`config.mk`:
```
export PLATFORM = sky130hd
export DESIGN_NAME = fa3
export DESIGN_NICKNAME = d
export VERILOG_FILES = /design/src/rtl/fa3_pkg.sv /design/src/rtl/fa3_full_adder.sv /design/src/rtl/fa3.sv
export SDC_FILE = /design/constraint.sdc
export NUM_CORES = 1
export LEC_CHECK = 0
export ABC_AREA = 1
export BUFFER_PORTS_ARGS = -buffer_cell sky130_fd_sc_hd__buf_2
export CAP_MARGIN = 15
export CORE_AREA = 2 2 39 41
export DETAILED_ROUTE_END_ITERATION = 8
export DIE_AREA = 0 0 41 43
export SETUP_SLACK_MARGIN = 0.1
export SLEW_MARGIN = 10
export SYNTH_ARGS = -nofsm -noshare
export SYNTH_HDL_FRONTEND = slang
export SYNTH_HIERARCHICAL = 1
export SYNTH_SLANG_ARGS = --single-unit
```
`constraint.sdc`:
```
create_clock -name clk -period 1.7 [get_ports clk]
set_clock_uncertainty 0.05 [all_clocks]
set_input_delay 0.085 -clock clk [delete_from_list [all_inputs] [get_ports clk]]
set_output_delay 0.085 -clock clk [all_outputs]
set_load 0.005 [all_outputs]
```
`src/rtl/fa3_pkg.sv`:
```
// Shared constants for the fa3 registered ripple-carry adder.
package fa3_pkg;

    localparam int unsigned FA3_WIDTH = 3;

endpackage

```
`src/rtl/fa3_full_adder.sv`:
```
// 1-bit full-adder cell; the unit of the fa3 carry ripple chain.
module full_adder (
    input  logic x,
    input  logic y,
    input  logic c,
    output logic sum,
    output logic carry
);

    logic p;

    assign p     = x ^ y;
    assign sum   = p ^ c;
    assign carry = (x & y) | (c & p);

endmodule

```
`src/rtl/fa3.sv`:
```
// Registered WIDTH-bit ripple-carry adder: {cout, s} = a + b + cin, one clock after in_valid.
module fa3
    import fa3_pkg::*;
#(
    parameter int unsigned WIDTH = FA3_WIDTH
) (
    input  logic             clk,
    input  logic             rst_n,
    input  logic             in_valid,
    input  logic [WIDTH-1:0] a,
    input  logic [WIDTH-1:0] b,
    input  logic             cin,
    output logic [WIDTH-1:0] s,
    output logic             cout,
    output logic             out_valid
);

    logic [WIDTH:0]   carry;
    logic [WIDTH-1:0] sum;

    logic [WIDTH-1:0] s_d,    s_q;
    logic             cout_d, cout_q;
    logic             vld_d,  vld_q;

    assign carry[0] = cin;

    for (genvar i = 0; i < WIDTH; i++) begin : g_cell
        full_adder u_fa (
            .x     (a[i]),
            .y     (b[i]),
            .c     (carry[i]),
            .sum   (sum[i]),
            .carry (carry[i+1])
        );
    end

    // Sum/carry hold when no valid input; out_valid is a one-cycle pulse.
    always_comb begin
        s_d    = s_q;
        cout_d = cout_q;
        vld_d  = in_valid;
        if (in_valid) begin
            s_d    = sum;
            cout_d = carry[WIDTH];
        end
    end

    always_ff @(posedge clk or negedge rst_n) begin
        if (!rst_n) begin
            s_q    <= '0;
            cout_q <= 1'b0;
            vld_q  <= 1'b0;
        end else begin
            s_q    <= s_d;
            cout_q <= cout_d;
            vld_q  <= vld_d;
        end
    end

    assign s         = s_q;
    assign cout      = cout_q;
    assign out_valid = vld_q;

endmodule

```
==> results of run 1 <==
-- stage by stage --
step                instances  TNS, ns  util, %
floorplan                  21        0        -
global placement           51        0     23.8
detailed placement         51  -0.0150     23.8
CTS                        57        0     27.1
global route               57        0     27.1
finish                     57        0     27.1
-- cell type report --
cell class                      count  area, µm²  area share (%)
Clock buffer                        4       26.3            7.00
Inverter                            1       3.75            1.00
Multi-Input combinational cell     15        110            29.3
Sequential cell                     5        125            33.3
Tap cell                           16       20.0            5.33
Timing Repair Buffer               16       90.1            24.0
-- flip-flops by register name (all words and copies together), names as in the netlist --
| signal | cells |
|---|---|
| out_valid | 1 |
| s | 3 |
| cout | 1 |
-- cells in the mapped netlist --
| cell | instances | area (µm²) |
|---|---|---|
| sky130_fd_sc_hd__dfrtp_1 | 5 | 125 |
| sky130_fd_sc_hd__fa_1 | 3 | 60.1 |
| sky130_fd_sc_hd__inv_2 | 1 | 3.75 |
| sky130_fd_sc_hd__nand2_1 | 12 | 45.0 |
-- power by group through the flow --
stage,combinational (mW),sequential (mW),clock (mW)
3_3_place_gp,0.0634,0.145,0
4_1_cts,0.0691,0.143,0.143
6_report,0.0668,0.143,0.134
3_5_place_dp,0.0660,0.145,0
5_1_grt,0.0788,0.144,0.157
2_1_floorplan,0.0249,0.147,0
-- worst max-delay path: stages --
cell                      delay [ns]
sky130_fd_sc_hd__buf_2          0.11
sky130_fd_sc_hd__fa_2           0.38
sky130_fd_sc_hd__fa_2           0.35
sky130_fd_sc_hd__fa_1           0.53
sky130_fd_sc_hd__nand2_1        0.05
sky130_fd_sc_hd__nand2_1        0.06
-- logic make-up (layout without fill, tap and decap cells) --
group         after synthesis  after routing
flops                       5              5
simple gates               12             12
buf+inv                     1             21
fa+ha+maj                   3              3
-- what timing repair did --
action | in CTS | in global routing
hold endpoints to repair | 6 | 0
hold buffers | 2 | 0
buffers inserted | 0 | 0
-- worst paths after layout --
| path | start | endpoint | slack [ns] | cells after the start |
|---|---|---|---|---|
| min reg2reg | s[0] | s[0] | 0.41 | 2 |
| min | rst_n | s[0] | 0.13 | 2 |
| max | cin | s[2] | 0.25 | 6 |
| min in group clk | a[2] | s[2] | 0.16 | 4 |
| max in group asynchronous | rst_n | s[2] | 1.34 | 2 |
| max reg2reg | s[2] | s[2] | 1.05 | 2 |
-- metal layers --
layer | track usage (%) | vias to the layer above | wire [µm]
met5 | 0 | - | 0
met4 | 10.0 | 0 | 7
met3 | 4.71 | 2 | 57
met2 | 9.06 | 14 | 203
met1 | 8.00 | 82 | 202
li1 | - | 102 | -
==> impl_metrics.csv, run 1 <==
group,metric,value,unit
outcome,status,"complete, no violations",
die,die_width,41,µm
timing,hold_viol_final,0,
worst_setup_path,maximum_fanout_along_the_worst_path,1,
drt,1st_pass_router_iterations,2,
worst_setup_path,critical_path.startpoint_type,"primary input",
yosys,net_count_after_synthesis,34,
yosys,post_synth_xor_area_fraction,0,%
clock_tree,clock_tree_buf_depth,2,
die,boundaryPins,15,
worst_setup_path,timing.critical_path.arrival,1.58,ns
finish,insertedDiodeCount,0,
pwr,post_route_total_power,344,µW
finish,layout_commonest_cell,"sky130_fd_sc_hd__buf_2",
finish,filler_cell_count,156,
clock_tree,clock_transition_time_at_the_flip_flop_clock_pins_of_the_worst_setup_and_hold_paths,0.04,ns
yosys,main_combinational_cell_family_by_area_after_synthesis,"adder cells",
finish,finalNetCount,55,
place,dp_hpwl,396,µm
die,core_area,1380,µm²
grt,groute.usage.overall,7.82,%
clock_tree,clock_tree.root_cell,"sky130_fd_sc_hd__clkbuf_4",
worst_setup_path,worstSetupEndpointType,"flop",
grt,grt_max_degree,7,
grt,grt_pass1_vias,203,
die,floorplan.initialDensity,16.9,%
clock_tree,worstSkewPairLatency,0.24,ns
place,gp_congestion,0.683,
pwr,power.share.clock,39.1,%
finish,finish.instance_area,375,µm²
grt,grt_antenna_before_repair,0,
die,floorplan.die_area,1760,µm²
pwr,power_per_cell_area,916,nW/µm²
pwr,vdd_drop_max,0.174,mV
pwr,power_switching,84.6,µW
timing,layout_setup_ws,0.250,ns
timing,fraction_of_the_cycle_the_final_worst_path_needs,85.3,%
yosys,syn_area,234,µm²
finish,area.growth.synth_to_final,60.4,%
grt,grt_first_pass_wirelength,828,µm
timing,maxClockFrequency,690,MHz
place,worst_slack_at_placement,-0.0150,ns
yosys,synth_simple_gate_area_share,19.3,%
yosys,synth_compound_area_share,0,%
clock_tree,cts_max_level,1,
timing,worst_slew_margin_rel,92.3,%
timing,timing.final.crit_period,1.45,ns
yosys,post_synth_inst_count,21,
clock_tree,cts_repair_resize_count,0,
clock_tree,tritoncts_clock_tree,"done",
flow_run,max-cap-violations,0,
finish,drive_above_1_share,48.8,%
drt,drt_iter0_markers,2,
drt,remaining_drc_errors,0,
yosys,postSynthRegisterBits,5,
drt,post_drt_via_cell_ratio,3.51,
drt,dr_total_vias,200,
yosys,synth_warnings,6,
clock_tree,cts_num_sinks,5,
timing,worstMarginPinSlew,0.115,ns
worst_hold_path,hp-class,"in2async",
drt,post_drt_wl_per_cell,8.26,µm
place,io_buffer_count,14,
timing,hold_slack,0.133,ns
yosys,number_of_library_cell_types_mapped_by_synthesis,4,
finish,mostFrequentLayoutCells,"sky130_fd_sc_hd__buf_2 (14), sky130_fd_sc_hd__nand2_1 (12), sky130_fd_sc_hd__dfrtp_1 (5)",
yosys,synth_area_per_cell,11.1,µm²
yosys,yosys-mux-area-fraction,0,%
pwr,netSwitchingFraction,24.6,%
pwr,power.sequential.fraction,41.5,%
timing,final_setup_vio_count,0,
place,postPlaceCellArea,329,µm²
die,std_cell_rows,14,
pwr,leakage,0.199,nW
timing,unrepaired_setup_endpoints_after_global_routing,"false",
drt,ant_nets,0,
grt,grt_overflow,0,
worst_setup_path,timing.critical_path.required,1.83,ns
pwr,internal_power,259,µW
clock_tree,numCtsBuffers,3,
drt,wl,471,µm
worst_setup_path,crit_type,"in2reg",
timing,slew_violations,0,
yosys,yosys.area_share.adder,25.7,%
pwr,power.share.combinational,19.4,%
die,die_height,43,µm
yosys,synth.yosys.seq_area_share,53.5,%
Note: power is estimated with default switching activity, not from simulation.
==> run 2: changes to the inputs <==
--- a/config.mk
+++ b/config.mk
@@ -7,7 +7,6 @@
 export LEC_CHECK = 0
 export ABC_AREA = 1
 export BUFFER_PORTS_ARGS = -buffer_cell sky130_fd_sc_hd__buf_2
-export CAP_MARGIN = 15
 export CORE_AREA = 2 2 39 41
 export DETAILED_ROUTE_END_ITERATION = 8
 export DIE_AREA = 0 0 41 43
==> constraint.sdc (replaced) <==
create_clock -name clk -period 1.44 [get_ports clk]
set_clock_uncertainty 0.05 [all_clocks]
set_input_delay 0.072 -clock clk [delete_from_list [all_inputs] [get_ports clk]]
set_output_delay 0.072 -clock clk [all_outputs]
set_load 0.005 [all_outputs]
==> impl_metrics.csv, run 2 (same netlist as run 1, synthesis figures left out) <==
group,metric,value,unit
die,die_height,43,µm
timing,unrepaired_setup_endpoints_after_global_routing,"true",
timing,hold_slack,0.0702,ns
clock_tree,cts_repair_resize_count,0,
pwr,leakage,0.199,nW
drt,drt_iter0_markers,0,
worst_setup_path,timing.critical_path.arrival,1.44,ns
worst_setup_path,slowest_delay,0.43,ns
worst_setup_path,worstSetupEndpointType,"flop",
worst_setup_path,worstReg2RegEnd,"s[2]",
die,floorplan.initialDensity,16.9,%
worst_hold_path,hp-class,"in2reg",
timing,fraction_of_the_cycle_the_final_worst_path_needs,94.8,%
finish,finalNetCount,55,
timing,timing.final.crit_period,1.37,ns
finish,area.growth.synth_to_final,60.4,%
grt,grt_overflow,0,
pwr,vdd_drop_max,0.363,mV
drt,remaining_drc_errors,0,
clock_tree,postCtsSetupRepairBufs,0,
pwr,power.share.clock,39.1,%
clock_tree,worstSkewPairLatency,0.23,ns
grt,groute.usage.overall,7.20,%
die,std_cell_rows,14,
flow_run,max-cap-violations,0,
timing,maxClockFrequency,732,MHz
clock_tree,numCtsBuffers,3,
timing,worstMarginPinSlew,0.119,ns
worst_setup_path,maximum_fanout_along_the_worst_path,1,
finish,insertedDiodeCount,0,
finish,drive_above_1_share,48.8,%
clock_tree,cts_max_level,1,
drt,ant_nets,0,
worst_setup_path,reg2reg_from,"s[2]",
die,floorplan.die_area,1760,µm²
pwr,post_route_total_power,406,µW
grt,grt_max_degree,7,
grt,grt_antenna_before_repair,0,
timing,final_setup_vio_count,0,
finish,layout_commonest_cell,"sky130_fd_sc_hd__buf_2",
clock_tree,cts_num_sinks,5,
worst_setup_path,critical_path.startpoint_type,"primary input",
worst_hold_path,min_path_cells,3,
place,worst_slack_at_placement,-0.174,ns
die,core_area,1380,µm²
place,gp_congestion,0.665,
drt,post_drt_via_cell_ratio,3.56,
worst_setup_path,cp_top_family,"adder cells",
clock_tree,clock_transition_time_at_the_flip_flop_clock_pins_of_the_worst_setup_and_hold_paths,0.04,ns
grt,grt_pass1_vias,200,
finish,final_cells,57,
worst_setup_path,crit_buf_inv,1,
worst_setup_path,critPathSlowestCell,"sky130_fd_sc_hd__fa_1",
pwr,power.sequential.fraction,41.4,%
place,place_inst,51,
drt,dr_total_vias,203,
clock_tree,clock_tree.root_cell,"sky130_fd_sc_hd__clkbuf_4",
die,boundaryPins,15,
die,die_width,41,µm
worst_setup_path,worst_reg2reg_setup_slack,0.80,ns
worst_hold_path,whs_endpoint,"s[0]",
finish,largest_register_ff_count,3,
timing,hold_viol_final,0,
worst_setup_path,crit_path_cell_chain,"buf_2, fa_2, fa_2, fa_1, nand2_1, nand2_1",
place,io_buffer_count,14,
worst_setup_path,crit_type,"in2reg",
finish,multi_input_area,110,µm²
timing,layout_setup_ws,0.0744,ns
finish,filler_cell_count,156,
clock_tree,clock_tree_buf_depth,2,
clock_tree,tritoncts_clock_tree,"done",
drt,wl,495,µm
timing,worst_slew_margin_rel,92.1,%
worst_setup_path,register_to_register_path_depth,2,
pwr,internal_power,306,µW
drt,1st_pass_router_iterations,1,
pwr,power_per_cell_area,1080,nW/µm²
timing,slew_violations,0,
finish,ff_latch_area,125,µm²
pwr,netSwitchingFraction,24.7,%
finish,mostFrequentLayoutCells,"sky130_fd_sc_hd__buf_2 (14), sky130_fd_sc_hd__nand2_1 (12), sky130_fd_sc_hd__dfrtp_1 (5)",
drt,post_drt_wl_per_cell,8.68,µm
worst_setup_path,timing.critical_path.required,1.52,ns
pwr,power.share.combinational,19.5,%
timing,final.setup.tns,0,ns
grt,grt_first_pass_wirelength,779,µm
pwr,power_switching,100,µW
outcome,status,"complete, no violations",
worst_hold_path,start_point_of_the_worst_hold_path,"in_valid",
## run 2: cell counts in the layout (fill, tap and decap cells not counted)
Identical to the previous run, type by type.
## run 2: worst max path at each step
stage | slack, ns | cells after the start | startpoint | endpoint
2_1_floorplan | -0.02 | 5 | a[0] | s[2]
3_3_place_gp | -0.16 | 6 | a[0] | s[2]
3_5_place_dp | -0.17 | 6 | a[0] | s[2]
4_1_cts | 0.08 | 6 | a[0] | s[2]
5_1_grt | 0.05 | 6 | a[0] | s[2]
6_report | 0.07 | 6 | a[0] | s[2]
## run 2: final cells by class
cell class	count	area share [%]
multi-input cells	15	29.3
well taps	16	5.33
repair buffers	16	24.0
flip-flops and latches	5	33.3
clock buffers	4	7.00
inverters	1	1.00
## run 2: power groups by stage
stage	logic, mW	registers [mW]	clock network, mW
2_1_floorplan	0.0284	0.173	0
3_3_place_gp	0.0742	0.171	0
3_5_place_dp	0.0777	0.170	0
4_1_cts	0.0819	0.168	0.168
5_1_grt	0.0937	0.169	0.179
6_report	0.0793	0.168	0.159
## run 2: per-layer routing
metal | vias to the layer above | GRT usage, % | wire (µm)
li1 | 103 | - | -
met1 | 87 | 9.30 | 234
met2 | 13 | 7.50 | 199
met3 | 0 | 2.09 | 61
met4 | 0 | 10.0 | 0
met5 | - | 0 | 0
## run 2: stage by stage
| stage | util (%) | cell area, µm² |
|---|---|---|
| 2_1_floorplan | - | 239 |
| 6_report | 27.1 | 375 |
| 3_3_place_gp | 23.8 | 329 |
| 3_5_place_dp | 23.8 | 329 |
| 5_1_grt | 27.1 | 375 |
| 4_1_cts | 27.1 | 375 |
## run 2: what timing repair did
action | 4_1_cts | 5_1_grt
hold buffers | 2 | 0
endpoints found under the setup margin | 1 | 2
endpoints found under the hold margin | 6 | 0
## run 2: worst register-to-register path, cell delays in order (launching register included)
cell and delay (ns):
sky130_fd_sc_hd__dfrtp_1 0.36, sky130_fd_sc_hd__nand2_1 0.07, sky130_fd_sc_hd__nand2_1 0.05
==> run 3: changes to the inputs <==
==> constraint.sdc (replaced) <==
create_clock -name clk -period 1.44 [get_ports clk]
set_clock_uncertainty 0.05 [all_clocks]
set_input_delay 0.432 -clock clk [delete_from_list [all_inputs] [get_ports clk]]
set_output_delay 0.432 -clock clk [all_outputs]
set_load 0.005 [all_outputs]
==> impl_metrics.csv, run 3 (same netlist as run 1, synthesis figures left out) <==
group,metric,value,unit
drt,drt_iter0_markers,2,
outcome,violations,"negative setup slack",
finish,drive_above_1_share,50.0,%
die,floorplan.die_area,1760,µm²
worst_setup_path,slowest_delay,0.44,ns
finish,mostFrequentLayoutCells,"sky130_fd_sc_hd__buf_2 (13), sky130_fd_sc_hd__nand2_1 (12), sky130_fd_sc_hd__dfrtp_1 (5)",
die,boundaryPins,15,
drt,ant_nets,0,
worst_setup_path,critPathSlowestCell,"sky130_fd_sc_hd__fa_1",
finish,largest_register_ff_count,3,
timing,final_setup_vio_count,2,
worst_setup_path,cp_top_family,"adder cells",
worst_setup_path,crit_type,"in2reg",
clock_tree,numCtsBuffers,3,
finish,layout_commonest_cell,"sky130_fd_sc_hd__buf_2",
grt,grt_antenna_before_repair,0,
worst_hold_path,min_path_cells,1,
clock_tree,tritoncts_clock_tree,"done",
place,gp_congestion,0.665,
drt,post_drt_via_cell_ratio,3.59,
clock_tree,clock_tree_buf_depth,2,
place,place_inst,51,
grt,grt_first_pass_wirelength,772,µm
clock_tree,postCtsSetupRepairBufs,0,
drt,dr_total_vias,201,
grt,grt_pass1_vias,193,
place,io_buffer_count,14,
finish,final_cells,56,
drt,post_drt_wl_per_cell,8.48,µm
drt,remaining_drc_errors,0,
timing,fraction_of_the_cycle_the_final_worst_path_needs,120,%
worst_setup_path,critical_path_depth,6,
clock_tree,worstSkewPairLatency,0.24,ns
timing,unrepaired_setup_endpoints_after_global_routing,"true",
worst_setup_path,timing.critical_path.arrival,1.80,ns
timing,hold_viol_final,0,
worst_setup_path,timing.critical_path.required,1.52,ns
grt,groute.usage.overall,7.50,%
place,worst_slack_at_placement,-0.550,ns
clock_tree,clock_transition_time_at_the_flip_flop_clock_pins_of_the_worst_setup_and_hold_paths,0.04,ns
pwr,power_per_cell_area,1100,nW/µm²
grt,grt_max_degree,7,
worst_setup_path,critical_path.startpoint_type,"primary input",
worst_hold_path,hp-class,"in2reg",
timing,hold_slack,0.329,ns
worst_setup_path,maximum_fanout_along_the_worst_path,1,
pwr,post_route_total_power,408,µW
flow_run,max-cap-violations,0,
timing,worst_slew_margin_rel,92.3,%
worst_setup_path,crit_path_cell_chain,"buf_6, fa_2, fa_2, fa_1, nand2_1, nand2_1",
die,die_height,43,µm
worst_setup_path,worstSetupEndpointType,"flop",
finish,finalNetCount,54,
grt,grt_overflow,0,
worst_setup_path,crit_buf_inv,1,
worst_setup_path,register_to_register_path_depth,2,
clock_tree,cts_num_sinks,5,
finish,insertedDiodeCount,0,
timing,timing.final.crit_period,1.72,ns
die,core_area,1380,µm²
clock_tree,cts_max_level,1,
pwr,leakage,0.197,nW
drt,wl,475,µm
outcome,status,"finished with violations",
clock_tree,clock_tree.root_cell,"sky130_fd_sc_hd__clkbuf_4",
timing,layout_setup_ws,-0.285,ns
drt,1st_pass_router_iterations,4,
die,die_width,41,µm
timing,slew_violations,0,
timing,maxClockFrequency,580,MHz
pwr,vdd_drop_max,0.255,mV
timing,worstMarginPinSlew,0.116,ns
finish,area.growth.synth_to_final,58.8,%
die,floorplan.initialDensity,16.9,%
die,std_cell_rows,14,
[run 3: changes by cell type in the layout (fill, tap and decap cells not counted)]
cell,change
sky130_fd_sc_hd__dlygate4sd3_1,-1
sky130_fd_sc_hd__buf_2,-1
sky130_fd_sc_hd__buf_6,+1
[run 3: final cells by class]
class / instances / area (µm²)
clock buffer: 4 / 26.3
tap: 16 / 20.0
fill: 160 / 1010
multi-input combinational: 15 / 110
sequential: 5 / 125
timing repair buffer: 15 / 86.3
inverter: 1 / 3.75
[run 3: through the flow]
stage	utilization, %	cell area [µm²]	setup TNS [ns]
2_1_floorplan	-	239	-0.779
3_3_place_gp	23.8	329	-1.23
3_5_place_dp	23.8	329	-1.28
4_1_cts	26.9	372	-0.499
5_1_grt	26.9	372	-0.548
6_report	26.9	372	-0.513
[run 3: metal layers]
metal / global-route usage (%) / share of wire, % / routed length [µm] / vias up
met3: 3.14 / 12 / 57 / 2
met1: 8.28 / 44 / 208 / 83
met2: 7.81 / 42 / 198 / 14
met5: 0 / 0 / 0 / -
met4: 12.0 / 2.5 / 12 / 0
li1: - / - / - / 102
[run 3: final timing paths]
check,from,endpoint,slack (ns)
min,in_valid,out_valid,0.33
max,a[0],s[2],-0.28
min in group asynchronous,rst_n,out_valid,0.48
max in group asynchronous,rst_n,cout,0.72
min reg2reg,s[0],s[0],0.42
max reg2reg,s[1],s[1],0.79
[run 3: repair_timing]
item,CTS,global route
setup endpoints to repair,3,3
gates resized for setup,1,0
endpoints found under the hold margin,5,0
hold buffers,1,0
pin swaps,2,1
[run 3: report_power, final]
group          switching [mW]  total (mW)  leakage [nW]  internal [mW]
Clock                  0.0560       0.161        0.0150          0.105
Combinational          0.0374      0.0787         0.122         0.0413
Sequential            0.00836       0.168        0.0604          0.160
[run 3: worst register-to-register path: cells and delay by family (launching register included)]
kind | cells | cell delay (ns)
and+or+nand+nor | 2 | 0.12
DFF | 1 | 0.37
